`config.mk`:
```
export PLATFORM = sky130hd
export DESIGN_NAME = fifo_ctrl
export DESIGN_NICKNAME = d
export VERILOG_FILES = /design/src/rtl/fifo_ctrl.sv
export SDC_FILE = /design/constraint.sdc
export NUM_CORES = 1
export LEC_CHECK = 0
export ABC_AREA = 0
export BUFFER_PORTS_ARGS = -buffer_cell sky130_fd_sc_hd__buf_2
export CORE_AREA = 2 2 54 56
export CTS_CLUSTER_SIZE = 16
export DETAILED_ROUTE_END_ITERATION = 6
export DIE_AREA = 0 0 56 58
export PLACE_DENSITY_LB_ADDON = 0.12
export SLEW_MARGIN = 25
export SYNTH_ARGS = -nofsm -noshare
export SYNTH_HDL_FRONTEND = slang
export SYNTH_SLANG_ARGS = --single-unit
```
`constraint.sdc`:
```
create_clock -name clk -period 2.82 [get_ports clk]
set_input_delay 0.141 -clock clk [delete_from_list [all_inputs] [get_ports clk]]
set_output_delay 0.141 -clock clk [all_outputs]
set_load 0.02 [all_outputs]
```
`src/rtl/fifo_ctrl.sv`:
```
// rtl/fifo_ctrl.sv - occupancy, pointer and shift control for a shift-register FIFO
// Optional sticky error flags err_overflow/err_underflow: define FIFO_CTRL_ERR_EN.
module fifo_ctrl #(
  parameter int DEPTH = 8,
  parameter int CW    = $clog2(DEPTH + 1)
) (
  input  logic             clk,
  input  logic             res,
  input  logic             push,
  input  logic             pop,
  output logic             shift_in,
  output logic             shift_out,
  output logic [DEPTH-1:0] in_pointer,
  output logic [DEPTH-1:0] before_in_pointer,
  output logic             full,
  output logic             empty,
`ifdef FIFO_CTRL_ERR_EN
  output logic             err_overflow,
  output logic             err_underflow,
`endif
  output logic [CW-1:0]    count
);

  logic          push_ok;
  logic          pop_ok;
  logic [CW-1:0] count_next;

  // Only a clean 1 counts as a request; X/Z on the handshake never shifts.
  assign push_ok = (push === 1'b1);
  assign pop_ok  = (pop === 1'b1);

  // A full FIFO still accepts a write when the head leaves in the same cycle.
  assign shift_in  = ~res & push_ok & (~full | pop_ok);
  assign shift_out = ~res & pop_ok & ~empty;

  always_comb begin
    count_next = count;
    if (shift_in & ~shift_out)
      count_next = count + 1'b1;
    else if (shift_out & ~shift_in)
      count_next = count - 1'b1;
  end

  // Flags and pointers are decoded from count_next so they line up with count.
  always_ff @(posedge clk) begin
    if (res) begin
      count             <= '0;
      full              <= 1'b0;
      empty             <= 1'b1;
      in_pointer        <= DEPTH'(1);
      before_in_pointer <= '0;
    end else begin
      count             <= count_next;
      full              <= (count_next == CW'(DEPTH));
      empty             <= (count_next == '0);
      in_pointer        <= DEPTH'(1) << count_next;
      before_in_pointer <= (count_next == '0) ? '0 : (DEPTH'(1) << (count_next - 1'b1));
    end
  end

`ifdef FIFO_CTRL_ERR_EN
  always_ff @(posedge clk) begin
    if (res) begin
      err_overflow  <= 1'b0;
      err_underflow <= 1'b0;
    end else begin
      if (push_ok & full & ~pop_ok)
        err_overflow <= 1'b1;
      if (pop_ok & empty)
        err_underflow <= 1'b1;
    end
  end
`endif

endmodule

```
==> metrics.yaml, run 1 <==
run_status:
  status: "finished clean"
timing:
  tns_ns: 0
  maxSlewHeadroom: 0.666
  fin_crit_sh: 0.869
  finalHoldViolations: 0
  setup_violations: 0
  max_slew.worst_pin.slew_ns: 0.496
  rsz0062_at_grt: "no"
  fin_crit_ns: 2.45
  whs_ns: 0.230
  fin_skew_ns: 0.0149
  maxSlewViolCount: 0
  fmax_mhz: 408
yosys:
  synthTopCellsByArea: "dfxtp_1, nor4_1, ha_1, nor2_1, xor2_4"
  yosys_warnings: 0
  synth_compound_area_frac: 0.137
  syn_area_per_cell_um2: 10.7
  synth_edf_count: 0
  netlist_instances: 94
  yosysMostFrequentCell: "dfxtp_1"
  ys.flop_type: "dfxtp_1"
  synth_xor_area_frac: 0.0586
  ys_top_cells_by_count: "dfxtp_1, nor4_1, nor2_1"
  syn-cell-area_mm2: 0.00100
  synthesis.nets: 101
  synth_top_family_by_area: "simple AND/OR/NAND/NOR gates"
  synthDistinctLibCells: 37
  synthAdderAreaFrac: 0.0374
  synth_async_sr_flop_share: 0
  yosysTopAreaCellShare: 0.439
  synth-seq-cells: 22
  yosys.area_share.simple: 0.272
  synth.area.mux_share: 0.00998
  yosysSeqAreaShare: 0.439
  synth.largest_area_cell: "dfxtp_1"
clock_tree:
  cts_max_path_buffers: 2
  clkTransAtPathRegs_ns: 0.14
  root_buffer: "clkbuf_4"
  htree_levels: 1
  cts_tree: "built"
  clock_latency_ns: 0.32
  cts_resized: 0
  cts_made_buffers: 3
  cts.sinks: 22
  hold_buffers: 0
  post_cts_buffers: 0
grt:
  antenna_found_initial: 0
  grt_pass1_wl_um: 3220
  grt_max_degree: 23
  grt_pass1_vias: 717
  grt_overflow: 0
  grt_usage: 0.126
placed_design:
  io_buffers: 27
  dp_hpwl_um: 1420
  gp_congestion: 0.821
  dpl_cell_area_mm2: 0.00115
  dp.cells: 147
layout:
  layout.nets: 128
  fin_util: 0.452
  finalNonFillerCells: 151
  design_area_mm2: 0.00120
  area_growth_pct: 19.8
  insertedDiodeCount: 0
  n_fill_cell: 264
  layout-drive-gt1-share: 0.367
detailed_routing:
  vias_per_cell: 5.17
  drtIter0Drc: 20
  vias: 781
  ant_nets: 0
  wl_um: 1950
  avgRoutedWirePerCell_um: 12.9
  route.detailed.drc: 0
  first_pass_iters: 4
power_and_ir_drop:
  powerDensity_mw_per_mm2: 790
  peakVddDrop_uv: 448
  power.leakage_nw: 0.523
floorplan:
  core_mm2: 0.00266
  rows: 19
  die_x_um: 56
  start_util: 0.377
  die_area_mm2: 0.00325
  dieHeight_um: 58
  io_pins: 28
setup_path:
  critPathRequiredTime_ns: 3.06
  r2r-end: "before_in_pointer[2]$_SDFF_PP0_"
  cp.arrival_ns: 2.69
  r2r_slack_ns: 0.37
  reg2regPathDepth: 9
  r2r-start: "count[0]$_SDFF_PP0_"
  startpoint_type: "register"
  crit_path_max_fanout: 12
  crit_path_end_kind: "register"
  path_class: "register to register"
hold_path:
  holdPathStages: 2
  hp-class: "input port to register"
  holdPathEnd: "count[3]$_SDFF_PP0_"
  hp-start: "res"
run:
  cap_violations: 0
sequential cells by signal, indices dropped and copies added, names as in the netlist:
signal and cells:
before_in_pointer 8, in_pointer 8, count 4, empty 1, full 1
where the power goes:
group / switching [mW] / internal, mW
Clock: 0.102 / 0.144
Combinational: 0.201 / 0.118
Sequential: 0.0351 / 0.350
critical path: stages, from the launching register on:
cell and delay, ns:
dfxtp_1 0.56, inv_1 0.15, ha_1 0.39, nand2_1 0.10, o21ai_2 0.06, a22oi_2 0.28
inv_1 0.09, ha_1 0.39, nand2_1 0.15, nor3_1 0.21
worst max-delay path by stage:
| stage | from | to | depth (start not counted) |
|---|---|---|---|
| global route | count[0]$_SDFF_PP0_ | before_in_pointer[2]$_SDFF_PP0_ | 9 |
| global placement | count[0]$_SDFF_PP0_ | before_in_pointer[2]$_SDFF_PP0_ | 9 |
| floorplan | count[0]$_SDFF_PP0_ | before_in_pointer[2]$_SDFF_PP0_ | 10 |
| finish | count[0]$_SDFF_PP0_ | before_in_pointer[2]$_SDFF_PP0_ | 9 |
| detailed placement | count[0]$_SDFF_PP0_ | before_in_pointer[2]$_SDFF_PP0_ | 9 |
| CTS | count[0]$_SDFF_PP0_ | before_in_pointer[2]$_SDFF_PP0_ | 9 |
routing by layer:
layer / share of wire / vias up / wire (um) / global-route usage
met5: 0 / - / 0 / 0
met4: 0.013 / 0 / 25 / 0.0408
met3: 0.060 / 4 / 117 / 0.0446
met2: 0.43 / 22 / 843 / 0.185
met1: 0.49 / 357 / 964 / 0.173
li1: - / 398 / - / -
final cells by class:
type | count | area, um^2 | area share
multi-input cells | 62 | 517 | 0.430
flip-flops and latches | 22 | 440 | 0.366
repair buffers | 27 | 135 | 0.112
well taps | 31 | 38.8 | 0.0323
clock inverters | 1 | 30.0 | 0.0250
clock buffers | 3 | 22.5 | 0.0187
inverters | 5 | 18.8 | 0.0156
kinds of logic (layout without fill, tap and decap cells):
family / count (synthesis) / count (layout)
adders and majority gates: 3 / 3
buffers and inverters: 10 / 36
muxes: 1 / 1
AOI/OAI and AO/OA: 15 / 15
xor gates and xnor gates: 3 / 3
DFF: 22 / 22
and+or+nand+nor: 40 / 40
layout by cell type (no fill, tap or decap), types with 2 or more instances in the layout:
cell / synthesis / layout
ha_1: 3 / 3
nor2_1: 8 / 8
o31ai_1: 2 / 2
nor4_1: 11 / 11
a211oi_1: 2 / 2
inv_1: 4 / 4
clkbuf_4: 0 / 3
dfxtp_1: 22 / 22
nor4_2: 2 / 2
a22oi_1: 2 / 2
nor3_1: 4 / 4
nand3_1: 3 / 3
nand2_1: 2 / 2
buf_2: 1 / 27
a21o_1: 2 / 2
nor2b_1: 2 / 2
stage by stage:
stage	power, mW	setup slack [ns]
after global routing	1.00	0.181
after detailed placement	0.712	0.389
final	0.950	0.370
after global placement	0.712	0.464
after CTS	0.954	0.359
after floorplan	0.637	0.555
No activity file was read; power rests on OpenSTA's default activity.
==> run 2, diff against run 1 <==
Settings changed: CORE_AREA 2 2 54 56 to 2 2 48 50, DIE_AREA 0 0 56 58 to 0 0 50 52.
==> metrics.yaml, run 2 (synthesis results as in run 1) <==
clock_tree:
  cts_made_buffers: 3  # unchanged
  clock_latency_ns: 0.30  # was 0.32 ns
  clkTransAtPathRegs_ns: 0.12  # was 0.14 ns
  cts_resized: 0  # unchanged
  hold_buffers: 0  # unchanged
  root_buffer: "clkbuf_4"  # unchanged
  cts.sinks: 22  # unchanged
  cts_tree: "built"  # unchanged
  cts_max_path_buffers: 2  # unchanged
  htree_levels: 1  # unchanged
  post_cts_buffers: 0  # unchanged
floorplan:
  dieHeight_um: 52  # was 58 um
  die_area_mm2: 0.00260  # was 0.00325 mm^2
  die_x_um: 50  # was 56 um
  core_mm2: 0.00211  # was 0.00266 mm^2
  start_util: 0.477  # was 0.377
  rows: 17  # was 19
  io_pins: 28  # unchanged
layout:
  finalNonFillerCells: 148  # was 151
  layout.cells.most_common: "buf_2"  # unchanged
  layout-drive-gt1-share: 0.367  # unchanged
  largestRegisters: "before_in_pointer (8), in_pointer (8), count (4)"  # unchanged
  insertedDiodeCount: 0  # unchanged
  layout.nets: 128  # unchanged
  area_growth_pct: 19.5  # was 19.8%
  multiInputGateArea_um2: 517  # unchanged
  design_area_mm2: 0.00120  # about the same
  regArea_um2: 440  # unchanged
  mostFrequentLayoutCells: "buf_2, dfxtp_1, nor4_1"  # unchanged
  n_fill_cell: 197  # was 264
detailed_routing:
  route.detailed.drc: 0  # unchanged
  vias_per_cell: 5.36  # was 5.17
  drtIter0Drc: 10  # was 20
  vias: 794  # was 781
  first_pass_iters: 4  # unchanged
  wl_um: 2030  # was 1950 um
  ant_nets: 0  # unchanged
  avgRoutedWirePerCell_um: 13.7  # was 12.9 um
grt:
  grt_overflow: 0  # unchanged
  grt_pass1_wl_um: 3420  # was 3220 um
  grt_pass1_vias: 767  # was 717
  grt_usage: 0.179  # was 0.126
  antenna_found_initial: 0  # unchanged
  grt_max_degree: 23  # unchanged
timing:
  fin_crit_sh: 0.885  # was 0.869
  setup_violations: 0  # unchanged
  rsz0062_at_grt: "no"  # unchanged
  maxSlewHeadroom: 0.601  # was 0.666
  finalHoldViolations: 0  # unchanged
  fmax_mhz: 401  # was 408 MHz
  tns_ns: 0  # unchanged
  fin_skew_ns: 0.00640  # was 0.0149 ns
  fin_crit_ns: 2.49  # was 2.45 ns
  maxSlewViolCount: 0  # unchanged
  max_slew.worst_pin.slew_ns: 0.593  # was 0.496 ns
setup_path:
  path_class: "register to register"  # unchanged
  critPathRequiredTime_ns: 3.01  # was 3.06 ns
  startpoint_type: "register"  # unchanged
  crit_path_max_fanout: 12  # unchanged
  cp.arrival_ns: 2.69  # about the same
  crit_path_end_kind: "register"  # unchanged
run:
  cap_violations: 0  # unchanged
power_and_ir_drop:
  power.leakage_nw: 0.523  # unchanged
  p_total_mw: 0.946  # was 0.950 mW
  peakVddDrop_uv: 475  # was 448 uV
  powerDensity_mw_per_mm2: 789  # was 790 mW/mm^2
placed_design:
  dp.cells: 144  # was 147
  gp_congestion: 0.905  # was 0.821
  dpl_cell_area_mm2: 0.00115  # about the same
  io_buffers: 27  # unchanged
  dp_hpwl_um: 1480  # was 1420 um
hold_path:
  hp-class: "input port to register"  # unchanged
run_status:
  status: "finished clean"  # unchanged
## run 2: cell counts in the layout (fill, tap and decap cells not counted)
No cell type changed its count.
## run 2: area by class of cell
type / instances / area share
inverter: 5 / 0.0157
timing repair buffer: 27 / 0.113
multi-input combinational: 62 / 0.431
clock buffer: 3 / 0.0188
tap: 28 / 0.0292
clock inverter: 1 / 0.0251
sequential: 22 / 0.367
## run 2: through the flow
stage                     worst slack, ns   util  hold slack [ns]
final                               0.325  0.569            0.241
after global routing                0.144  0.569            0.235
after CTS                           0.319  0.569            0.239
after detailed placement            0.345  0.544            0.557
after global placement              0.491  0.544            0.551
after floorplan                     0.555      -            0.434
## run 2: report_power, final
part / internal, mW / switching [mW]
Clock: 0.144 / 0.0938
Sequential: 0.350 / 0.0357
Combinational: 0.118 / 0.205
## run 2: routing by layer
metal  vias to the layer above  global-route usage  wire, um
li1                        397                   -         -
met1                       380               0.225       937
met2                        13               0.279      1010
met3                         4              0.0460        59
met4                         0               0.102        25
met5                         -                   0         0
## run 2: worst paths after layout
| kind | depth (start not counted) | end | slack (ns) | from |
|---|---|---|---|---|
| max | 8 | before_in_pointer[6]$_SDFF_PP0_ | 0.33 | count[0]$_SDFF_PP0_ |
| min | 2 | count[0]$_SDFF_PP0_ | 0.24 | res |
| max reg2reg | 8 | before_in_pointer[6]$_SDFF_PP0_ | 0.33 | count[0]$_SDFF_PP0_ |
| min reg2reg | 2 | count[1]$_SDFF_PP0_ | 0.71 | count[1]$_SDFF_PP0_ |
## run 2: worst max-delay path, stage by stage, from the launching register on
cell and delay, ns:
dfxtp_1 0.56, inv_1 0.15, ha_1 0.40, nand2_1 0.10, o21ai_2 0.07, a22oi_2 0.30, inv_1 0.08, ha_1 0.35
nor4_1 0.38
